## src/rtl/mem_arb_pkg.sv

```systemverilog
// Shared definitions for the memory round-robin arbiter.
//   state_t   : FSM state encoding (ST_IDLE, ST_ISSUE)
//   cnt_width : width of a counter that must be able to hold the value t
package mem_arb_pkg;

    typedef enum logic {
        ST_IDLE  = 1'b0,
        ST_ISSUE = 1'b1
    } state_t;

    function automatic int cnt_width(input int t);
        return $clog2(t + 1);
    endfunction

endpackage

```

## src/rtl/mem_rr_arbiter_rr_pick.sv

```systemverilog
// Combinational rotate-priority picker.
// Ports:
//   req     in  NUM_REQ  request vector
//   rr_ptr  in  IDX_W    index with highest priority this round
//   grant   out IDX_W    first set request scanning upward from rr_ptr with wrap
//   any_req out 1        at least one request set
module rr_pick #(
    parameter int NUM_REQ = 2,
    parameter int IDX_W   = $clog2(NUM_REQ)
) (
    input  logic [NUM_REQ-1:0] req,
    input  logic [IDX_W-1:0]   rr_ptr,
    output logic [IDX_W-1:0]   grant,
    output logic               any_req
);

    logic [2*NUM_REQ-1:0] dbl;
    logic [NUM_REQ-1:0]   rot;
    logic [IDX_W:0]       sum;

    // Rotate so that bit 0 of rot is requester rr_ptr.
    assign dbl     = {req, req} >> rr_ptr;
    assign rot     = dbl[NUM_REQ-1:0];
    assign any_req = |req;

    // Scan from the far end so the closest set bit to rr_ptr is the last assignment.
    always_comb begin
        grant = '0;
        sum   = '0;
        for (int k = NUM_REQ - 1; k >= 0; k--) begin
            if (rot[k]) begin
                sum = (IDX_W+1)'(rr_ptr) + (IDX_W+1)'(k);
                if (sum >= (IDX_W+1)'(NUM_REQ)) begin
                    sum = sum - (IDX_W+1)'(NUM_REQ);
                end
                grant = sum[IDX_W-1:0];
            end
        end
    end

endmodule

```

## src/rtl/mem_rr_arbiter.sv

```systemverilog
// Round-robin arbiter sharing one single-port memory between NUM_REQ requesters.
// One transaction is outstanding at a time; each completion pulses req_ready_o of
// the granted requester for one cycle.
// Optional feature: define MEM_ARB_TIMEOUT_EN to enable the ISSUE watchdog, which
// aborts a transaction after TIMEOUT_CYCLES stalled cycles and flags req_err_o.
// Ports:
//   clk_i, rst_i (synchronous, active-low)
//   req_valid_i/req_wr_rd_i/req_addr_i/req_wdata_i : packed requester payloads
//   req_ready_o/req_rdata_o/req_err_o              : completion back to requesters
//   mem_valid_o/mem_wr_rd_o/mem_addr_o/mem_wdata_o : request to memory
//   mem_rdata_i/mem_ready_i                        : response from memory
//   busy_o                                         : FSM not idle
//
// state    | meaning
// ST_IDLE  | no transaction; arbitrate and latch winner's payload
// ST_ISSUE | mem_valid_o high, waiting for mem_ready_i (or watchdog)
import mem_arb_pkg::*;

module mem_rr_arbiter #(
    parameter int WIDTH          = 32,
    parameter int DEPTH          = 32,
    parameter int ADDR_WIDTH     = $clog2(DEPTH),
    parameter int NUM_REQ        = 2,
    parameter int TIMEOUT_CYCLES = 16
) (
    input  logic                          clk_i,
    input  logic                          rst_i,
    input  logic [NUM_REQ-1:0]            req_valid_i,
    input  logic [NUM_REQ-1:0]            req_wr_rd_i,
    input  logic [NUM_REQ*ADDR_WIDTH-1:0] req_addr_i,
    input  logic [NUM_REQ*WIDTH-1:0]      req_wdata_i,
    output logic [NUM_REQ-1:0]            req_ready_o,
    output logic [WIDTH-1:0]              req_rdata_o,
    output logic [NUM_REQ-1:0]            req_err_o,
    output logic                          mem_valid_o,
    output logic                          mem_wr_rd_o,
    output logic [ADDR_WIDTH-1:0]         mem_addr_o,
    output logic [WIDTH-1:0]              mem_wdata_o,
    input  logic [WIDTH-1:0]              mem_rdata_i,
    input  logic                          mem_ready_i,
    output logic                          busy_o
);

    localparam int IDX_W = $clog2(NUM_REQ);

    if (NUM_REQ < 2 || TIMEOUT_CYCLES < 1) begin : g_bad_param
        $error("mem_rr_arbiter: NUM_REQ must be >= 2 and TIMEOUT_CYCLES >= 1");
    end

    state_t                  state_q, state_d;
    logic [IDX_W-1:0]        rr_ptr_q, grant_q, pick_idx;
    logic                    any_req;
    logic                    wr_rd_q;
    logic [ADDR_WIDTH-1:0]   addr_q;
    logic [WIDTH-1:0]        wdata_q;
    logic [WIDTH-1:0]        rdata_q;
    logic [NUM_REQ-1:0]      ready_q;
    logic                    done;
    logic                    timed_out;
    logic                    to_hit;

    rr_pick #(
        .NUM_REQ (NUM_REQ),
        .IDX_W   (IDX_W)
    ) u_pick (
        .req     (req_valid_i),
        .rr_ptr  (rr_ptr_q),
        .grant   (pick_idx),
        .any_req (any_req)
    );

    always_comb begin
        state_d   = state_q;
        done      = 1'b0;
        timed_out = 1'b0;
        case (state_q)
            ST_IDLE: begin
                if (any_req) begin
                    state_d = ST_ISSUE;
                end
            end
            ST_ISSUE: begin
                if (mem_ready_i) begin
                    done    = 1'b1;
                    state_d = ST_IDLE;
                end else if (to_hit) begin
                    done      = 1'b1;
                    timed_out = 1'b1;
                    state_d   = ST_IDLE;
                end
            end
            default: state_d = ST_IDLE;
        endcase
    end

    always_ff @(posedge clk_i) begin
        if (!rst_i) begin
            state_q  <= ST_IDLE;
            rr_ptr_q <= '0;
            grant_q  <= '0;
            wr_rd_q  <= 1'b0;
            addr_q   <= '0;
            wdata_q  <= '0;
            rdata_q  <= '0;
            ready_q  <= '0;
        end else begin
            state_q <= state_d;
            ready_q <= '0;
            if (state_q == ST_IDLE && any_req) begin
                grant_q <= pick_idx;
                wr_rd_q <= req_wr_rd_i[pick_idx];
                addr_q  <= req_addr_i[pick_idx*ADDR_WIDTH +: ADDR_WIDTH];
                wdata_q <= req_wdata_i[pick_idx*WIDTH +: WIDTH];
            end
            if (done) begin
                ready_q[grant_q] <= 1'b1;
                rr_ptr_q <= (grant_q == IDX_W'(NUM_REQ - 1)) ? '0 : grant_q + 1'b1;
                // A timed-out read never saw valid data, so the last value is kept.
                if (!wr_rd_q && !timed_out) begin
                    rdata_q <= mem_rdata_i;
                end
            end
        end
    end

`ifdef MEM_ARB_TIMEOUT_EN
    localparam int CNT_W = cnt_width(TIMEOUT_CYCLES);

    logic [CNT_W-1:0]   to_cnt_q;
    logic [NUM_REQ-1:0] err_q;

    assign to_hit = (to_cnt_q == CNT_W'(TIMEOUT_CYCLES));

    // Held at zero in IDLE, so it is already clear on the first ISSUE cycle.
    always_ff @(posedge clk_i) begin
        if (!rst_i) begin
            to_cnt_q <= '0;
            err_q    <= '0;
        end else begin
            err_q <= '0;
            if (state_q == ST_IDLE) begin
                to_cnt_q <= '0;
            end else if (!mem_ready_i && !to_hit) begin
                to_cnt_q <= to_cnt_q + 1'b1;
            end
            if (timed_out) begin
                err_q[grant_q] <= 1'b1;
            end
        end
    end

    assign req_err_o = err_q;
`else
    assign to_hit    = 1'b0;
    assign req_err_o = '0;
`endif

    assign req_ready_o = ready_q;
    assign req_rdata_o = rdata_q;
    assign mem_valid_o = (state_q == ST_ISSUE);
    assign busy_o      = (state_q == ST_ISSUE);
    assign mem_wr_rd_o = wr_rd_q;
    assign mem_addr_o  = addr_q;
    assign mem_wdata_o = wdata_q;

endmodule
```

## config.mk

```make
export PLATFORM = sky130hd
export DESIGN_NAME = mem_rr_arbiter
export DESIGN_NICKNAME = d
export VERILOG_FILES = /design/src/rtl/mem_arb_pkg.sv /design/src/rtl/mem_rr_arbiter_rr_pick.sv /design/src/rtl/mem_rr_arbiter.sv
export SDC_FILE = /design/constraint.sdc
export NUM_CORES = 1
export LEC_CHECK = 0
export CAP_MARGIN = 20
export CORE_MARGIN = 2
export CORE_UTILIZATION = 39
export CTS_BUF_LIST = sky130_fd_sc_hd__clkbuf_8
export DETAILED_ROUTE_END_ITERATION = 16
export PLACE_DENSITY = 0.84
export SLEW_MARGIN = 40
export SYNTH_ARGS = -nofsm -noshare
export SYNTH_HDL_FRONTEND = slang
export SYNTH_SLANG_ARGS = --single-unit
```

## constraint.sdc

```tcl
create_clock -name clk_i -period 1.6 [get_ports clk_i]
set_clock_uncertainty 0.1 [all_clocks]
set_input_delay 0.24 -clock clk_i [delete_from_list [all_inputs] [get_ports clk_i]]
set_output_delay 0.24 -clock clk_i [all_outputs]
set_load 0.005 [all_outputs]
```

==> reports/qor.txt <==
Area leader, netlist = dfxtp_1
First-pass GRT wire length = 16.0 mm
Fillers = 632
Cells after Synth = 382
Via Count = 3,443
Max Cap Viol = 0
Arrival time worst endpoint = 1.21 ns
Port Buf Inserts = 186
Die Ht = 93.8 um
HP Class = input port to flop
Max-slew violations = 0
Worst r2r src = busy_o$_SDFF_PN0_
Placed inst area = 5090 um^2
Max clock buf depth = 2
Crit path depth = 1
I/O pins = 189
RSZ-0062 raised after global routing = false
N_diodes = 0
Worst VDD drop = 397 uV
PnR worst setup slack = 0.0539 ns
Total gr overflow = 0
Fmax = 647 MHz
Synth cell types = 26
Worst-skew pair later-pin latency = 0.33 ns
Final HPWL from detailed placement = 7.45 mm
Final #Nets = 665
CP required = 1.26 ns
CP max FO = 2
Synth area leaders = dfxtp_1 48%, o21ai_0 8.6%, nand2_1 7.8%
Total GRT Usage = 0.228
Effective utilization at floorplan = 0.405
Final Instance Area = 5320 um^2
Share of layout cells above drive strength 1 = 0.0646
Clk slew on worst S/H paths = 0.08 ns
First drt pass iteration count = 5
Count leader, synth = dfxtp_1
Yosys Warn Count = 0
Worst R2R End = mem_wdata_o[29]$_SDFFE_PN0P_
EDFF count, synth = 0
GP Congestion = 0.769
CTS tree = built
Worst r2r path cells = 5
Final Cycle Share = 0.966
# DRC = 0
CP Capture Point = mem_wdata_o[20]
Hold Violations, Final = 0
Synth top area share = 0.477
P&R area growth vs syn = 69.1%
Worst setup path startpoint = mem_wdata_o[20]$_SDFFE_PN0P_
Final Critical Period = 1.55 ns
Status = finished clean
Synthesized flop and latch total = 75
Register area = 1510 um^2
Setup violators final = 0
Die area = 8800 um^2
Vias in the first global route = 3,461
Initial antenna violation count = 0
CP Launch Type = flop
Core area = 7770 um^2
H-tree depth = 3
Seq/Total Area, Yosys = 0.477
ANT nets after route = 0
CP max-delay cell = clkdlybuf4s50_1
Mapped Area = 3150 um^2
Synth cell count leaders = 75 x dfxtp_1, 65 x nand2_1, 54 x o21ai_0
Prevailing post-synth register cell = dfxtp_1
Avg Cell Area, Syn = 8.24 um^2
Critical-path cell list = clkdlybuf4s50_1
Routed wire length = 10.3 mm
TritonCTS Buffers = 9
Row Count = 32
Largest net degree at the start of global routing = 75
CP peak stage delay = 0.52 ns
Root Driver = clkbuf_8
R2R Setup Slk = 0.17 ns
Crit path kind = flop to primary output
Cell Pwr Density = 885 nW/um^2
Die W = 93.8 um
Lkg Pwr = 0.00192 uW
Routed length per placed instance = 15.6 um
Clock sink count = 75
Multi-input logic area = 1400 um^2
Crit end category = primary output
CP top delay family = buffers and inverters
Post-Place Worst Slack = -0.134 ns
Via/cell ratio = 5.22
First DRT Iteration DRCs = 156
Crit path buf inv count = 1
FFs w/ async S/R, synth = 0
==> cells in the final DEF (no fill, tap or decap) <==
cell type and n:
a21boi_0 2, a21boi_1 30, a31oi_1 38, and2_1 1, and2b_1 1, and3b_1 1, buf_12 8, buf_2 1
buf_4 6, bufinv_16 2, clkbuf_8 9, clkdlybuf4s50_1 183, clkinv_2 3, clkinv_4 2, conb_1 2, dfxtp_1 72
dfxtp_2 2, dfxtp_4 1, dlygate4sd2_1 1, dlymetal6s2s_1 1, inv_1 1, inv_2 1, mux2i_1 1, nand2_1 65
nand2b_1 1, nand3_1 39, nand3b_1 1, nor2_1 2, nor2b_1 1, o21ai_0 54, o21ai_1 22, o21ba_4 1
o311a_1 1, o32ai_1 1
==> per-layer routing <==
metal,routed length [um],up-vias,global-route usage
met5,0,-,0
met3,896,22,0.0698
met1,4060,1575,0.249
met2,5060,158,0.399
li1,-,1688,-
met4,261,0,0.112
==> kinds of logic after synthesis <==
kind of cell	Yosys count	share of synthesized area
buffers and inverters	44	0.0791
AOI/OAI and AO/OA	149	0.284
DFF	75	0.477
other	1	0.00119
muxes	1	0.00318
and+or+nand+nor	112	0.155
==> registers in the layout (all words and copies together), names as in the netlist <==
| name | flops |
|---|---|
| rr_ptr_q | 1 |
| mem_wdata_o | 32 |
| mem_addr_o | 5 |
| grant_q | 1 |
| req_ready_o | 2 |
| busy_o | 1 |
| req_rdata_o | 32 |
| mem_wr_rd_o | 1 |
==> worst min path at each step <==
stage                                        to                  from  cells after the start  slack, ns
detailed placement    req_ready_o[0]$_SDFF_PN0_  grant_q$_SDFFE_PN0P_                      1       0.31
global placement      req_ready_o[0]$_SDFF_PN0_  grant_q$_SDFFE_PN0P_                      1       0.30
finish                        busy_o$_SDFF_PN0_                 rst_i                      3       0.30
CTS                           busy_o$_SDFF_PN0_                 rst_i                      3       0.28
floorplan           req_rdata_o[0]$_SDFFE_PN0P_        mem_rdata_i[0]                      2       0.27
global route                  busy_o$_SDFF_PN0_                 rst_i                      3       0.29
==> metrics by stage <==
| step | cells | power [uW] | hold slack (ns) | TNS [ns] | util |
|---|---|---|---|---|---|
| after floorplan | 383 | 2520 | 0.275 | 0 | - |
| after global placement | 642 | 3160 | 0.300 | -0.265 | 0.655 |
| after detailed placement | 642 | 3190 | 0.311 | -2.55 | 0.655 |
| after CTS | 659 | 4770 | 0.282 | 0 | 0.685 |
| after global routing | 659 | 4930 | 0.290 | 0 | 0.685 |
| final | 659 | 4710 | 0.296 | 0 | 0.685 |
==> report_power, final <==
group,total [uW],internal [uW],switching [uW],leakage [uW]
logic,1060,650,414,0.00119
registers,2080,2010,75.4,0.000618
clock network,1570,876,690,0.000113
total,4710,3530,1180,0.00192
==> cell type report <==
| cell class | instances | share of cell area |
|---|---|---|
| Clock buffer | 9 | 0.0233 |
| Clock inverter | 7 | 0.0174 |
| Inverter | 2 | 0.00141 |
| Multi-Input combinational cell | 264 | 0.263 |
| Sequential cell | 75 | 0.283 |
| Tap cell | 102 | 0.0240 |
| Timing Repair Buffer | 200 | 0.388 |
==> timing repair <==
item | in CTS | in global routing
hold buffers | 0 | 0
buffers inserted | 1 | 0
endpoints found under the hold margin | 0 | 0
resized for setup | 5 | 1
setup endpoints to repair | 4 | 1
pin swaps | 0 | 0
(Power assumes the default switching activity.)
